`src/rtl/ula_arbiter.sv`:
```
// ula_arbiter: shares one ULA datapath between two requesters.
// One operation in flight at a time: IDLE (grant) -> EXEC (ALU settles)
// -> RESP (response held until consumed).
// Compile-time option: define ULA_ARB_FIXED_PRIO_EN for fixed priority
// (requester 0 wins contention); otherwise round-robin.
module ula_arbiter #(
  parameter int WIDTH = 32,
  parameter int OPW   = 5
) (
  input  logic             clock,
  input  logic             reset,
  input  logic             req0_valid,
  output logic             req0_ready,
  input  logic [OPW-1:0]   req0_opcode,
  input  logic [WIDTH-1:0] req0_a,
  input  logic [WIDTH-1:0] req0_b,
  input  logic             req1_valid,
  output logic             req1_ready,
  input  logic [OPW-1:0]   req1_opcode,
  input  logic [WIDTH-1:0] req1_a,
  input  logic [WIDTH-1:0] req1_b,
  output logic [OPW-1:0]   alu_opcode,
  output logic [WIDTH-1:0] alu_a,
  output logic [WIDTH-1:0] alu_b,
  input  logic [WIDTH-1:0] alu_out,
  input  logic             alu_overflow,
  input  logic             alu_carry,
  output logic             rsp_valid,
  input  logic             rsp_ready,
  output logic             rsp_id,
  output logic [WIDTH-1:0] rsp_data,
  output logic             rsp_zero,
  output logic             rsp_overflow,
  output logic             rsp_carry
);

  typedef enum logic [1:0] {
    IDLE = 2'd0,
    EXEC = 2'd1,
    RESP = 2'd2
  } state_t;

  state_t           state_q;
  logic             last_q;
  logic             id_q;
  logic [OPW-1:0]   alu_opcode_q;
  logic [WIDTH-1:0] alu_a_q;
  logic [WIDTH-1:0] alu_b_q;
  logic             rsp_valid_q;
  logic             rsp_id_q;
  logic [WIDTH-1:0] rsp_data_q;
  logic             rsp_zero_q;
  logic             rsp_overflow_q;
  logic             rsp_carry_q;

  logic             grant_d;
  logic             grant_id_d;
  logic [OPW-1:0]   opcode_d;
  logic [WIDTH-1:0] a_d;
  logic [WIDTH-1:0] b_d;

  // Pick the requester to grant this cycle and mux its operation
  always_comb begin
    grant_d = (state_q == IDLE) & (req0_valid | req1_valid);
    if (req0_valid & req1_valid) begin
`ifdef ULA_ARB_FIXED_PRIO_EN
      grant_id_d = 1'b0;
`else
      grant_id_d = ~last_q;
`endif
    end else begin
      grant_id_d = req1_valid;
    end
    opcode_d = grant_id_d ? req1_opcode : req0_opcode;
    a_d      = grant_id_d ? req1_a      : req0_a;
    b_d      = grant_id_d ? req1_b      : req0_b;
  end

  assign req0_ready = grant_d & ~grant_id_d;
  assign req1_ready = grant_d &  grant_id_d;

  // Control FSM with registered ALU drive and response registers
  always_ff @(posedge clock or posedge reset) begin
    if (reset) begin
      state_q        <= IDLE;
      last_q         <= 1'b1;
      id_q           <= 1'b0;
      alu_opcode_q   <= '0;
      alu_a_q        <= '0;
      alu_b_q        <= '0;
      rsp_valid_q    <= 1'b0;
      rsp_id_q       <= 1'b0;
      rsp_data_q     <= '0;
      rsp_zero_q     <= 1'b0;
      rsp_overflow_q <= 1'b0;
      rsp_carry_q    <= 1'b0;
    end else begin
      case (state_q)
        IDLE: begin
          if (grant_d) begin
            alu_opcode_q <= opcode_d;
            alu_a_q      <= a_d;
            alu_b_q      <= b_d;
            id_q         <= grant_id_d;
            last_q       <= grant_id_d;
            state_q      <= EXEC;
          end
        end
        EXEC: begin
          rsp_data_q     <= alu_out;
          rsp_zero_q     <= (alu_out == '0);
          rsp_overflow_q <= alu_overflow;
          rsp_carry_q    <= alu_carry;
          rsp_id_q       <= id_q;
          rsp_valid_q    <= 1'b1;
          state_q        <= RESP;
        end
        RESP: begin
          if (rsp_ready) begin
            rsp_valid_q <= 1'b0;
            state_q     <= IDLE;
          end
        end
        default: state_q <= IDLE;
      endcase
    end
  end

  assign alu_opcode   = alu_opcode_q;
  assign alu_a        = alu_a_q;
  assign alu_b        = alu_b_q;
  assign rsp_valid    = rsp_valid_q;
  assign rsp_id       = rsp_id_q;
  assign rsp_data     = rsp_data_q;
  assign rsp_zero     = rsp_zero_q;
  assign rsp_overflow = rsp_overflow_q;
  assign rsp_carry    = rsp_carry_q;

endmodule

```
`config.mk`:
```
export PLATFORM = sky130hd
export DESIGN_NAME = ula_arbiter
export DESIGN_NICKNAME = d
export VERILOG_FILES = /design/src/rtl/ula_arbiter.sv
export SDC_FILE = /design/constraint.sdc
export NUM_CORES = 1
export LEC_CHECK = 0
export CORE_MARGIN = 8
export CORE_UTILIZATION = 38
export DETAILED_ROUTE_END_ITERATION = 12
export GPL_ROUTABILITY_DRIVEN = 1
export GPL_TIMING_DRIVEN = 0
export PLACE_DENSITY = 0.82
export SETUP_SLACK_MARGIN = 0.15
export SLEW_MARGIN = 20
export SYNTH_ARGS = -nofsm -noshare
export SYNTH_HDL_FRONTEND = slang
export SYNTH_SLANG_ARGS = --single-unit
```
`constraint.sdc`:
```
create_clock -name clock -period 3.6 [get_ports clock]
set_input_delay 0.36 -clock clock [delete_from_list [all_inputs] [get_ports clock]]
set_output_delay 0.36 -clock clock [all_outputs]
set_load 0.02 [all_outputs]
```
==> results <==
- The synthesized area is 4730 um^2.
- The share of the clock period used by the worst path is 79.3%.
- The worst setup path is of the flop to output port kind.
- The library cell used most frequently in the layout, excluding fill and tap cells, is sky130_fd_sc_hd__clkdlybuf4s50_1.
- The die covers 16,300 um^2.
- The routability-driven placement congestion ratio is 0.892.
- The library cells used most frequently in the layout, excluding fill and tap cells, are 284 x sky130_fd_sc_hd__clkdlybuf4s50_1, 109 x sky130_fd_sc_hd__dfrtp_1, 69 x sky130_fd_sc_hd__o21a_1, 69 x sky130_fd_sc_hd__a221o_1, 25 x sky130_fd_sc_hd__mux2_1.
- The width of the chip is 128 um.
- The number of H-tree levels is 3.
- Summing the areas of all compound-gate instances in the mapped netlist gives 26.6% of the synthesized area.
- The worst path in the final design needs a cycle of 2.86 ns, including I/O delays and setup.
- The latest clock arrival within the worst-skew pair is 0.34 ns.
- The critical path goes through or2_1 > buf_6 > nor2_2 > buf_2 > clkdlybuf4s50_1.
- Using the TritonRoute via totals, the vias-per-cell ratio works out to 5.32.
- The most critical setup path has its startpoint at state_q[0]$_DFFE_PP0P_.
- For this run, the detailed router's first-pass iteration total came to 4.
- The XOR/XNOR share of the synthesized area is 0%.
- In this run the tightest slew margin relative to its limit is 51.0%.
- The unique cell type count in the Yosys netlist is 23.
- Setup repair after global routing left no endpoint under its margin.
- The number of clock sinks is 110.
- The DRC violation count after routing is 0.
- The most used flip-flop cell after synthesis is sky130_fd_sc_hd__dfrtp_1.
- The maximum root-to-sink buffer count is 2.
- Together, buffers and inverters on the worst path number 3.
- The number of antenna diodes is 0.
- The number of nets with antenna violations after detailed routing is 0.
- In the final layout, the share of cells above drive strength 1 is 6.50%.
- The area of the core region is 12,100 um^2.
- The finished cells cover 8090 um^2.
- The initialized floorplan defines 40 standard-cell rows.
- Summing the areas of all and, or, nand and nor instances in the mapped netlist gives 2.62% of the synthesized area.
- The cell area after placement is 7820 um^2.
- On the worst path, the slowest cell contributes a delay of 0.66 ns.
- The post-DP HPWL is 14,200 um.
- Across the VDD grid, the largest voltage drop is 0.445 mV.
- The area growth from synthesis to layout is 71.0%.
- The endpoint class of the critical path is an output port.
- Measured along the y axis, the die boundary spans 128 um.
- The count of input and output buffers is 284.
- The switching part of the total power is 38.2%.
- The achievable frequency is 350 MHz.
- The mean area per synthesized cell is 13.7 um^2.
- The synthesized design contains 110 register bits.
- After the last flow step, the layout net total stands at 818.
- The measured slew at the worst slew-check pin is 0.732 ns.
- Once the clock tree was built, the setup fixing pass inserted 0 buffers.
- The part of the power in registers is 30.9%.
- Across the whole layout, storage elements account for 2750 um^2.
- The number of synthesized flops with an enable pin is 0.
- The sum of routed wire length over all layers is 17,800 um.
- For this run, the number of Yosys warnings is 0.
- The largest net degree at the start of global routing is 67.
- The data arrival time of the worst path is 2.50 ns.
- The clock root buffer is sky130_fd_sc_hd__clkbuf_16.
- The final route contains 4,332 vias.
- Fill cells in the final layout number 920.
- Broken down by cell family, the worst path's largest delay share belongs to buffers and inverters.
- The number of hold buffers added after CTS was 0.
- Global routing consumed, over all layers together, 21.1% of the routing resources.
- The detailed router's first-iteration violation count is 204.
- The power spent charging and discharging nets is 2.76 mW.
- Of all flip-flops after synthesis, the portion carrying an async set or reset was 100%.
- The dominant combinational cell family by area after synthesis is compound AO/OA/AOI/OAI gates.
- The first-pass GRT wire length is 26,800 um.
- The detail-routed net length per standard cell is 21.8 um.
- The worst-case clock skew is 0.00954 ns.
- The clock share of power is 12.8%.
- In this run, the combinational gates consume 56.3% of the power.
- The leakage power summed over all cells is 3.26 nW.
- The initial core utilization is 39.2%.
- The max-cap check violation count is 0.
- Buffers inserted during clock tree synthesis total 9.
- STA puts the critical path data required time at 3.24 ns.
- The portion of synthesized area spent on multiplexers is 8.33%.
- The area of combinational cells with multiple inputs is 1770 um^2.
- The post-synthesis instance total is 345.
- The final setup violation count is 0.
- The TritonCTS clock tree is done.
- The synthesized netlist net count is 522.
- Along the worst path, the maximum fanout reaches 10.
- The total congestion overflow after global routing is 0.
- The cell-internal power is 4.46 mW.
- The number of antenna violations at the first check in global routing came to 0.
- The fraction of the mapped netlist area in adder cells is 0%.
- The slowest cell on the critical path is sky130_fd_sc_hd__clkdlybuf4s50_1.
- The reg-to-reg startpoint is state_q[0]$_DFFE_PP0P_.
- The final-report hold violation count is 0.
- The proportion of synthesized chip area in sequential cells is 58.2%.
- The run finished with clean final reports.
- The type of the worst min-delay path is primary input to asynchronous set/reset pin.
- The via count of the first global-routing pass was 4,792.
- For this design the ratio of total power to cell area is 893 nW/um^2.
- STA classifies the critical path startpoint as a flop.
- The total of cells resized after clock tree synthesis is 0.
- In this run the count of I/O pins placed on the die edge is 285.
- The worst hold slack after final layout is 0.411 ns.
- At the end of the flow the core is filled with cells to 67.1%.
- The clock-pin slew on the worst setup and hold paths is 0.07 ns.
- The count of pins over their slew limit was 0.
==> final timing paths <==
| kind | slack (ns) | end | cells after the start |
|---|---|---|---|
| setup / recovery | 0.74 | req1_ready | 5 |
| hold / removal | 0.41 | rsp_data[14]$_DFFE_PP0P_ | 2 |
| setup reg to reg | 1.66 | alu_a[26]$_DFFE_PP0P_ | 5 |
| hold reg to reg | 0.47 | id_q$_DFFE_PP0P_ | 1 |
| max in group asynchronous | 2.50 | last_q$_DFFE_PP1P_ | 3 |
| min in group clock | 0.47 | id_q$_DFFE_PP0P_ | 1 |
==> routing by layer <==
metal,vias up,wire (um),global-route usage [%]
met5,-,0,0
met4,0,373,6.01
met3,25,1650,7.82
met2,218,8770,37.3
met1,2130,6990,23.1
li1,1959,-,-
==> layout make-up <==
cell class              count  share of cell area, %
repair buffers            285                   35.5
clock inverters             3                  0.263
plain buffers              33                   2.37
clock buffers              13                   3.09
well taps                 168                   2.60
multi-input cells         199                   21.9
flip-flops and latches    110                   34.1
inverters                   3                  0.201
==> worst register-to-register path, delay by kind of cell, from the launching register on <==
kind                   cells  cell delay, ns
buffers and inverters      2            0.62
AOI/OAI and AO/OA          1            0.24
DFF                        1            0.40
and+or+nand+nor            2            0.61
==> registers in the layout (all words and copies together), names as in the netlist <==
name	flops
alu_a	32
rsp_carry	1
id_q	1
rsp_valid	1
alu_b	32
rsp_id	1
alu_opcode	5
state_q	2
rsp_data	32
rsp_zero	1
last_q	1
rsp_overflow	1
==> synth_stat cells (3+ instances only) <==
cell / count / area share [%]
sky130_fd_sc_hd__a221o_1: 69 / 15
sky130_fd_sc_hd__buf_2: 6 / 0.63
sky130_fd_sc_hd__buf_6: 8 / 1.9
sky130_fd_sc_hd__clkbuf_1: 19 / 1.5
sky130_fd_sc_hd__dfrtp_1: 109 / 58
sky130_fd_sc_hd__inv_1: 3 / 0.24
sky130_fd_sc_hd__mux2_1: 25 / 6.0
sky130_fd_sc_hd__mux2_2: 10 / 2.4
sky130_fd_sc_hd__nor4_1: 8 / 1.1
sky130_fd_sc_hd__o21a_1: 69 / 11
==> power by group through the flow <==
stage                     logic, mW  clock network, mW  registers [mW]
final                          4.06              0.926            2.23
after global routing           4.29              0.993            2.30
after CTS                      4.11              0.936            2.23
after detailed placement       4.09                  0            2.25
after global placement         4.01                  0            2.21
after floorplan                1.47                  0            2.93
==> cell families after synthesis <==
kind of cell	Yosys count
compound gates	145
buf+inv	36
flops	110
mux	35
simple gates	19
==> through the flow <==
| stage | power (mW) | setup WS [ns] | TNS, ns | std cells |
|---|---|---|---|---|
| finish | 7.22 | 0.745 | 0 | 814 |
| global route | 7.59 | 0.600 | 0 | 814 |
| CTS | 7.28 | 0.691 | 0 | 814 |
| detailed placement | 6.34 | 0.811 | 0 | 798 |
| global placement | 6.22 | -1.19 | -129.44 | 797 |
| floorplan | 4.40 | 0.339 | 0 | 345 |
Power figures use the tool's default switching activity.
